File: src/rtl/dsp_mac_pkg.sv
// Shared types and post-processing helpers for the streaming multi-lane MAC.
// Helpers take a MAXW-wide container plus the real field widths, so any parameter set up to MAXW fits.
package dsp_mac_pkg;

   localparam int MAXW  = 128;
   localparam int LEN_W = 32;

   typedef enum logic {SIGNED, UNSIGNED} mode_t;

   typedef struct packed {
      logic [LEN_W-1:0] len;
      logic [5:0]       shift;
      logic             rnd;
      logic             sat;
   } frame_cfg_t;

   typedef struct packed {
      logic [5:0] shift;
      logic       rnd;
      logic       sat;
      mode_t      mode;
   } post_cfg_t;

   typedef struct packed {
      logic             flag;
      logic [MAXW-1:0]  val;
   } sat_res_t;

   // v holds an nacc-bit accumulator in its low bits; the result is the nacc-bit shifted value.
   function automatic logic [MAXW-1:0] round_shift(input logic [MAXW-1:0] v,
                                                   input int nacc, input int sh,
                                                   input logic rnd, input logic uns);
      logic [MAXW-1:0]        mask;
      logic [MAXW-1:0]        r;
      logic signed [MAXW-1:0] sx;
      logic                   neg;
      int                     s;
      s    = (sh >= nacc) ? nacc - 1 : sh;
      mask = (MAXW'(1) << nacc) - MAXW'(1);
      r    = v & mask;
      if (rnd && s != 0)
         r = (r + (MAXW'(1) << (s - 1))) & mask;
      if (uns) begin
         r = r >> s;
      end else begin
         neg = |(r & (MAXW'(1) << (nacc - 1)));
         sx  = neg ? (r | ~mask) : r;
         r   = (sx >>> s) & mask;
      end
      return r;
   endfunction

   function automatic sat_res_t saturate(input logic [MAXW-1:0] r,
                                         input int nacc, input int nz,
                                         input logic sat_en, input logic uns);
      sat_res_t               res;
      logic [MAXW-1:0]        amask;
      logic [MAXW-1:0]        zmask;
      logic [MAXW-1:0]        lim;
      logic signed [MAXW-1:0] sx;
      logic signed [MAXW-1:0] pmax;
      logic signed [MAXW-1:0] nmin;
      logic                   neg;
      amask = (MAXW'(1) << nacc) - MAXW'(1);
      zmask = (MAXW'(1) << nz) - MAXW'(1);
      lim   = MAXW'(1) << (nz - 1);
      neg   = |(r & (MAXW'(1) << (nacc - 1)));
      sx    = neg ? (r | ~amask) : r;
      pmax  = lim - MAXW'(1);
      nmin  = -lim;
      res.flag = 1'b0;
      res.val  = r & zmask;
      if (sat_en) begin
         if (uns) begin
            if (neg) begin
               res.val  = '0;
               res.flag = 1'b1;
            end else if (r > zmask) begin
               res.val  = zmask;
               res.flag = 1'b1;
            end
         end else begin
            if (sx > pmax) begin
               res.val  = pmax & zmask;
               res.flag = 1'b1;
            end else if (sx < nmin) begin
               res.val  = nmin & zmask;
               res.flag = 1'b1;
            end
         end
      end
      return res;
   endfunction

endpackage

File: src/rtl/dsp_mac_stream_if.sv
// Streaming operand/result bundle for dsp_mac_stream; slave is the engine side.
interface dsp_mac_stream_if #(
   parameter int NBITS_A = 20,
   parameter int NBITS_B = 18,
   parameter int NLANES  = 2,
   parameter int NBITS_Z = 38,
   parameter int CNT_W   = 16
);
   logic                        clear_i;
   logic                        in_valid_i;
   logic                        in_ready_o;
   logic [NLANES*NBITS_A-1:0]   a_i;
   logic [NLANES*NBITS_B-1:0]   b_i;
   logic                        unsigned_a_i;
   logic                        unsigned_b_i;
   logic                        subtract_i;
   logic [CNT_W-1:0]            acc_len_i;
   logic [5:0]                  shift_right_i;
   logic                        round_i;
   logic                        saturate_enable_i;
   logic                        out_valid_o;
   logic                        out_ready_i;
   logic [NBITS_Z-1:0]          z_o;
   logic                        sat_flag_o;

   modport master (
      output clear_i, in_valid_i, a_i, b_i, unsigned_a_i, unsigned_b_i, subtract_i,
             acc_len_i, shift_right_i, round_i, saturate_enable_i, out_ready_i,
      input  in_ready_o, out_valid_o, z_o, sat_flag_o
   );

   modport slave (
      input  clear_i, in_valid_i, a_i, b_i, unsigned_a_i, unsigned_b_i, subtract_i,
             acc_len_i, shift_right_i, round_i, saturate_enable_i, out_ready_i,
      output in_ready_o, out_valid_o, z_o, sat_flag_o
   );
endinterface

File: src/rtl/bw_multiplier.sv
// Single-lane multiplier with independent signed/unsigned operand modes; exact product.
module bw_multiplier #(
   parameter int NBITS_A = 20,
   parameter int NBITS_B = 18
)(
   input  logic [NBITS_A-1:0]              a,
   input  logic [NBITS_B-1:0]              b,
   input  logic                            unsigned_a,
   input  logic                            unsigned_b,
   output logic signed [NBITS_A+NBITS_B:0] p
);
   localparam int PW = NBITS_A + NBITS_B + 1;

   logic signed [NBITS_A:0] a_x;
   logic signed [NBITS_B:0] b_x;

   // One guard bit lets signed and unsigned operands share a signed multiply.
   assign a_x = {~unsigned_a & a[NBITS_A-1], a};
   assign b_x = {~unsigned_b & b[NBITS_B-1], b};
   assign p   = PW'(a_x) * PW'(b_x);
endmodule

File: src/rtl/dsp_mac_stream.sv
// Pipelined multi-lane MAC: operand register, lane product sum, frame accumulator,
// then rounded/shifted/saturated result held on a back-pressured output register.
module dsp_mac_stream
   import dsp_mac_pkg::*;
#(
   parameter int NBITS_A   = 20,
   parameter int NBITS_B   = 18,
   parameter int NLANES    = 2,
   parameter int NBITS_ACC = 64,
   parameter int NBITS_Z   = 38,
   parameter int CNT_W     = 16
)(
   input  logic            clock_i,
   input  logic            s_reset_n,
   dsp_mac_stream_if.slave bus
);
   localparam int PW = NBITS_A + NBITS_B + 1;

   logic en;
   logic accept;
   logic flush;
   logic out_valid_q;
   logic [NBITS_Z-1:0] z_q;
   logic sat_q;

   assign flush          = ~s_reset_n | bus.clear_i;
   assign en             = ~(out_valid_q & ~bus.out_ready_i);
   assign bus.in_ready_o = en & s_reset_n;
   assign accept         = bus.in_valid_i & bus.in_ready_o & ~bus.clear_i;
   assign bus.out_valid_o = out_valid_q;
   assign bus.z_o         = z_q;
   assign bus.sat_flag_o  = sat_q;

   // Frame position is tracked at the input so configuration is latched with the first beat.
   logic [CNT_W-1:0] beat_cnt;
   frame_cfg_t       cfg_cur;
   frame_cfg_t       cfg_beat;
   post_cfg_t        post_beat;
   logic             first_beat;
   logic             last_beat;
   logic [LEN_W-1:0] len_eff;

   always_comb begin
      first_beat = (beat_cnt == '0);
      cfg_beat   = cfg_cur;
      if (first_beat) begin
         cfg_beat.len   = LEN_W'(bus.acc_len_i);
         cfg_beat.shift = bus.shift_right_i;
         cfg_beat.rnd   = bus.round_i;
         cfg_beat.sat   = bus.saturate_enable_i;
      end
      len_eff        = (cfg_beat.len == '0) ? LEN_W'(1) : cfg_beat.len;
      last_beat      = (LEN_W'(beat_cnt) == len_eff - LEN_W'(1));
      post_beat.shift = cfg_beat.shift;
      post_beat.rnd   = cfg_beat.rnd;
      post_beat.sat   = cfg_beat.sat;
      post_beat.mode  = (bus.unsigned_a_i & bus.unsigned_b_i) ? UNSIGNED : SIGNED;
   end

   logic                       v1;
   logic [NLANES*NBITS_A-1:0]  a1;
   logic [NLANES*NBITS_B-1:0]  b1;
   logic                       ua1;
   logic                       ub1;
   logic                       sub1;
   logic                       first1;
   logic                       last1;
   post_cfg_t                  post1;

   logic                       v2;
   logic [NBITS_ACC-1:0]       sum2;
   logic                       sub2;
   logic                       first2;
   logic                       last2;
   post_cfg_t                  post2;

   logic [NBITS_ACC-1:0]       acc;
   logic                       done3;
   post_cfg_t                  post3;

   logic signed [PW-1:0]       prod [NLANES];
   logic [NBITS_ACC-1:0]       sum_c;
   logic [NBITS_ACC-1:0]       term;
   logic [NBITS_ACC-1:0]       acc_next;

   for (genvar l = 0; l < NLANES; l++) begin : g_lane
      bw_multiplier #(
         .NBITS_A (NBITS_A),
         .NBITS_B (NBITS_B)
      ) u_mul (
         .a          (a1[l*NBITS_A +: NBITS_A]),
         .b          (b1[l*NBITS_B +: NBITS_B]),
         .unsigned_a (ua1),
         .unsigned_b (ub1),
         .p          (prod[l])
      );
   end

   always_comb begin
      sum_c = '0;
      for (int l = 0; l < NLANES; l++)
         sum_c = sum_c + NBITS_ACC'(prod[l]);
   end

   always_comb begin
      term     = sub2 ? (~sum2 + NBITS_ACC'(1)) : sum2;
      acc_next = first2 ? term : acc + term;
   end

   logic [MAXW-1:0] shifted;
   sat_res_t        sres;

   always_comb begin
      shifted = round_shift(MAXW'(acc), NBITS_ACC, int'(post3.shift), post3.rnd,
                            post3.mode == UNSIGNED);
      sres    = saturate(shifted, NBITS_ACC, NBITS_Z, post3.sat, post3.mode == UNSIGNED);
   end

   always_ff @(posedge clock_i) begin
      if (flush) begin
         v1          <= 1'b0;
         v2          <= 1'b0;
         done3       <= 1'b0;
         acc         <= '0;
         beat_cnt    <= '0;
         out_valid_q <= 1'b0;
         z_q         <= '0;
         sat_q       <= 1'b0;
      end else begin
         if (accept)
            beat_cnt <= last_beat ? '0 : beat_cnt + CNT_W'(1);
         if (en) begin
            v1    <= accept;
            v2    <= v1;
            done3 <= v2 & last2;
            if (v2)
               acc <= acc_next;
            // A new result replaces the old one only on the edge that consumes it.
            out_valid_q <= done3;
            if (done3) begin
               z_q   <= NBITS_Z'(sres.val);
               sat_q <= sres.flag;
            end
         end
      end
   end

   always_ff @(posedge clock_i) begin
      if (en) begin
         if (accept) begin
            a1      <= bus.a_i;
            b1      <= bus.b_i;
            ua1     <= bus.unsigned_a_i;
            ub1     <= bus.unsigned_b_i;
            sub1    <= bus.subtract_i;
            first1  <= first_beat;
            last1   <= last_beat;
            post1   <= post_beat;
            cfg_cur <= cfg_beat;
         end
         if (v1) begin
            sum2   <= sum_c;
            sub2   <= sub1;
            first2 <= first1;
            last2  <= last1;
            post2  <= post1;
         end
         if (v2 & last2)
            post3 <= post2;
      end
   end

endmodule

File: src/flat_wrapper.sv
// flat-port wrapper written by rule: the top's interface ports become plain ports
module dsp_mac_stream_flat import dsp_mac_pkg::*;
#(
   parameter int NBITS_A   = 20,
   parameter int NBITS_B   = 18,
   parameter int NLANES    = 2,
   parameter int NBITS_ACC = 64,
   parameter int NBITS_Z   = 38,
   parameter int CNT_W     = 16
)
  (clock_i, s_reset_n, bus_clear_i, bus_in_valid_i, bus_a_i, bus_b_i, bus_unsigned_a_i, bus_unsigned_b_i, bus_subtract_i, bus_acc_len_i, bus_shift_right_i, bus_round_i, bus_saturate_enable_i, bus_out_ready_i, bus_in_ready_o, bus_out_valid_o, bus_z_o, bus_sat_flag_o);
  dsp_mac_stream_if #(.NBITS_A(NBITS_A), .NBITS_B(NBITS_B), .NLANES(NLANES), .NBITS_Z(NBITS_Z), .CNT_W(CNT_W)) bus_i ();
  input  logic clock_i;
  input  logic s_reset_n;
  input wire logic [$bits(bus_i.clear_i)-1:0] bus_clear_i;
  input wire logic [$bits(bus_i.in_valid_i)-1:0] bus_in_valid_i;
  input wire logic [$bits(bus_i.a_i)-1:0] bus_a_i;
  input wire logic [$bits(bus_i.b_i)-1:0] bus_b_i;
  input wire logic [$bits(bus_i.unsigned_a_i)-1:0] bus_unsigned_a_i;
  input wire logic [$bits(bus_i.unsigned_b_i)-1:0] bus_unsigned_b_i;
  input wire logic [$bits(bus_i.subtract_i)-1:0] bus_subtract_i;
  input wire logic [$bits(bus_i.acc_len_i)-1:0] bus_acc_len_i;
  input wire logic [$bits(bus_i.shift_right_i)-1:0] bus_shift_right_i;
  input wire logic [$bits(bus_i.round_i)-1:0] bus_round_i;
  input wire logic [$bits(bus_i.saturate_enable_i)-1:0] bus_saturate_enable_i;
  input wire logic [$bits(bus_i.out_ready_i)-1:0] bus_out_ready_i;
  output wire logic [$bits(bus_i.in_ready_o)-1:0] bus_in_ready_o;
  output wire logic [$bits(bus_i.out_valid_o)-1:0] bus_out_valid_o;
  output wire logic [$bits(bus_i.z_o)-1:0] bus_z_o;
  output wire logic [$bits(bus_i.sat_flag_o)-1:0] bus_sat_flag_o;
  assign bus_i.clear_i = bus_clear_i;
  assign bus_i.in_valid_i = bus_in_valid_i;
  assign bus_i.a_i = bus_a_i;
  assign bus_i.b_i = bus_b_i;
  assign bus_i.unsigned_a_i = bus_unsigned_a_i;
  assign bus_i.unsigned_b_i = bus_unsigned_b_i;
  assign bus_i.subtract_i = bus_subtract_i;
  assign bus_i.acc_len_i = bus_acc_len_i;
  assign bus_i.shift_right_i = bus_shift_right_i;
  assign bus_i.round_i = bus_round_i;
  assign bus_i.saturate_enable_i = bus_saturate_enable_i;
  assign bus_i.out_ready_i = bus_out_ready_i;
  assign bus_in_ready_o = bus_i.in_ready_o;
  assign bus_out_valid_o = bus_i.out_valid_o;
  assign bus_z_o = bus_i.z_o;
  assign bus_sat_flag_o = bus_i.sat_flag_o;
  dsp_mac_stream #(.NBITS_A(NBITS_A), .NBITS_B(NBITS_B), .NLANES(NLANES), .NBITS_ACC(NBITS_ACC), .NBITS_Z(NBITS_Z), .CNT_W(CNT_W)) u_core (.clock_i(clock_i), .s_reset_n(s_reset_n), .bus(bus_i));
endmodule
File: config.mk
export PLATFORM = sky130hd
export DESIGN_NAME = dsp_mac_stream_flat
export DESIGN_NICKNAME = d
export VERILOG_FILES = /design/src/rtl/dsp_mac_pkg.sv /design/src/rtl/dsp_mac_stream_if.sv /design/src/rtl/bw_multiplier.sv /design/src/rtl/dsp_mac_stream.sv /design/src/flat_wrapper.sv
export SDC_FILE = /design/constraint.sdc
export NUM_CORES = 2
export LEC_CHECK = 0
export CAP_MARGIN = 25
export CORE_UTILIZATION = 35
export CTS_BUF_LIST = sky130_fd_sc_hd__clkbuf_4
export DETAILED_ROUTE_END_ITERATION = 10
export SYNTH_ARGS = -nofsm -noshare
export SYNTH_HDL_FRONTEND = slang
export SYNTH_HIERARCHICAL = 1
export SYNTH_SLANG_ARGS = --single-unit
File: constraint.sdc
create_clock -name clock_i -period 19.5 [get_ports clock_i]
set_input_delay 2.925 -clock clock_i [delete_from_list [all_inputs] [get_ports clock_i]]
set_output_delay 2.925 -clock clock_i [all_outputs]
set_load 0.01 [all_outputs]
==> impl_metrics.py <==
metrics = {
    "run_status": {
        "status": "complete, no violations",
    },
    "worst_setup_path": {
        "crit_path_end_kind": "flip-flop",
        "worstSetupStartpointType": "flip-flop",
        "critPathTopFamily": "adder cells",
        "critPathBufInv": 4,
        "critPathArrivalTime_ns": 10.52,
        "max_stage_delay_ns": 0.90,
        "critPathRequiredTime_ns": 20.35,
        "cp_slowest_cell": "edfxtp_1",
        "cp_max_fo": 21,
        "crit_top_cell": "ha_1",
        "worstSetupPathType": "reg -> reg",
    },
    "clocking": {
        "post_cts_buffers": 0,
        "cts_resized": 0,
        "cts_num_sinks": 306,
        "cts_buffer_depth": 3,
        "clkSlewWorstSetupHoldPaths_ns": 0.07,
        "cts_root_buffer": "clkbuf_4",
        "h-tree-depth": 3,
        "cts_tree": "built",
        "postCtsHoldBufs": 0,
        "numCtsBuffers": 93,
        "clkLatencyLatePin_ns": 1.12,
    },
    "timing": {
        "tns_ns": 0,
        "period_share_pct": 49.6,
        "rsz0062_at_grt": "no",
        "fmax_mhz": 103,
        "finalCriticalPeriod_ns": 9.67,
        "slew_viol_final": 0,
        "fin_hold_ws_ns": 0.417,
        "fin_ws_ns": 9.83,
        "fin_skew_ns": 0.120,
        "worst_pin_slew_ns": 1.02,
        "slew_headroom_pct": 30.4,
        "finalHoldViolCount": 0,
        "finalSetupViolations": 0,
    },
    "floorplan": {
        "die_area_sq_mm": 0.169,
        "coreArea_sq_mm": 0.165,
        "ioPinCount": 149,
        "die_w_um": 411,
        "die_y_um": 411,
        "num_rows": 149,
        "start_util_pct": 35.4,
    },
    "synth": {
        "ys_ff_latch": 306,
        "synthesis.nets": 8174,
        "synth.cell_area_sq_mm": 0.0585,
        "synth-edff-count": 183,
        "seq_area_frac_synth_pct": 13.6,
        "synth_warnings": 6,
        "syn_area_per_cell_sq_um": 8.51,
        "ys_types": 139,
        "async_flop_share_pct": 0,
        "ys.flop_type": "edfxtp_1",
        "postSynthCellCount": 6870,
    },
    "grt": {
        "grt_max_degree": 69,
        "grt_overflow": 0,
        "track_usage_pct": 22.5,
        "grt_pass1_vias": 51184,
        "antenna_found_initial": 6,
        "grt_pass1_wl_um": 296000,
    },
    "final_layout": {
        "n_fill_cell": 17095,
        "most-common-layout-cells": "inv_1, nand2_1, fa_1",
        "mostFrequentLayoutCell": "inv_1",
        "fin_nets": 8122,
        "layout.cells.non_filler": 9090,
        "drive_gt1_share_pct": 6.08,
        "area_growth_pct": 7.72,
    },
    "placement": {
        "pre_cts_slack_ns": 9.90,
        "gp_congestion": 0.985,
        "dp_cells": 8910,
        "io_buffers": 148,
        "dp.final_hpwl_um": 150000,
    },
    "drt": {
        "wire_per_inst_um": 20.8,
        "wirelength_um": 189000,
        "vias": 49451,
        "via_per_inst": 5.44,
        "drt_pass1_iterations": 6,
        "drcViolationCount": 0,
        "first_iter_violations": 3192,
        "antenna_left": 0,
    },
    "flow_run": {
        "cap_violations": 0,
    },
    "worst_hold_path": {
        "holdCritPathClass": "reg -> reg",
    },
}
==> worst register-to-register path, delay by kind of cell, from the launching register on <==
kind	cells	cell delay (ns)
simple gates	5	0.80
fa+ha+maj	9	3.73
compound gates	15	3.50
buf+inv	4	0.20
xor+xnor	2	0.28
flops	1	0.90
==> kinds of logic after synthesis <==
group | count (synthesis) | synth area share (%)
flops | 306 | 13.6
xor+xnor | 280 | 4.19
simple gates | 2269 | 18.7
buf+inv | 1291 | 8.63
fa+ha+maj | 1196 | 35.8
compound gates | 1338 | 15.3
mux | 190 | 3.77
==> final timing paths <==
path | startpoint | endpoint | slack, ns | depth (start not counted)
min | u_core/sub1$_DFFE_PP_ | u_core/sub2$_DFFE_PP_ | 0.42 | 0
min reg2reg | u_core/sub1$_DFFE_PP_ | u_core/sub2$_DFFE_PP_ | 0.42 | 0
max reg2reg | u_core/b1[3]$_DFFE_PP_ | u_core/sum2[38]$_DFFE_PP_ | 9.83 | 35
max | u_core/b1[3]$_DFFE_PP_ | u_core/sum2[38]$_DFFE_PP_ | 9.83 | 35
==> cells in the mapped netlist (51+ instances only) <==
master | instances | area share (%)
edfxtp_1 | 183 | 9.4
nand2_1 | 826 | 5.3
nand4_1 | 69 | 0.74
nor2_1 | 476 | 3.1
and2_1 | 372 | 4.0
a21oi_1 | 369 | 3.2
mux2i_1 | 125 | 2.1
buf_2 | 53 | 0.45
o21ai_0 | 278 | 2.4
fa_1 | 797 | 27
nor3_1 | 110 | 0.94
clkbuf_1 | 258 | 1.7
inv_1 | 917 | 5.9
a211oi_1 | 55 | 0.71
xor2_1 | 93 | 1.4
and3_1 | 51 | 0.55
ha_1 | 399 | 8.5
a31oi_1 | 51 | 0.55
xnor2_1 | 187 | 2.8
a21o_1 | 85 | 1.1
nand3_1 | 121 | 1.0
dfxtp_1 | 123 | 4.2
==> cell type report <==
cell class	count	area [sq um]	share of cell area, %
Clock inverter	44	258	0.409
Inverter	922	3460	5.49
Antenna cell	5	12.5	0.0199
Timing Repair Buffer	222	2070	3.29
Multi-Input combinational cell	5273	45500	72.3
Sequential cell	306	7960	12.6
Tap cell	2189	2740	4.35
Clock buffer	129	968	1.54
==> sequential cells by signal (all words and copies together) (netlist names), 9 cells and up <==
| signal | cells |
|---|---|
| u_core/cfg_cur | 32 |
| u_core/post3 | 9 |
| u_core/sum2 | 40 |
| u_core/post2 | 9 |
| u_core/a1 | 40 |
| u_core/post1 | 9 |
| u_core/acc | 64 |
| u_core/b1 | 36 |
| u_core/bus.z_o | 38 |
| u_core/beat_cnt | 16 |
==> per-stage QoR <==
stage,area (sq um),utilization [%]
global route,63000,38.1
floorplan,58500,-
CTS,63000,38.1
finish,63000,38.1
global placement,61700,37.3
detailed placement,61700,37.3
==> per-layer routing <==
layer	vias up	part of all wire (%)	global-route usage, %
met5	-	0.015	0
met4	4	5.3	10.9
met3	415	4.6	2.50
met2	1448	48	38.2
met1	24622	42	28.4
li1	22962	-	-
Power is not shown: default switching activity piles up to over one toggle a cycle in this logic, so the estimate is an artifact.
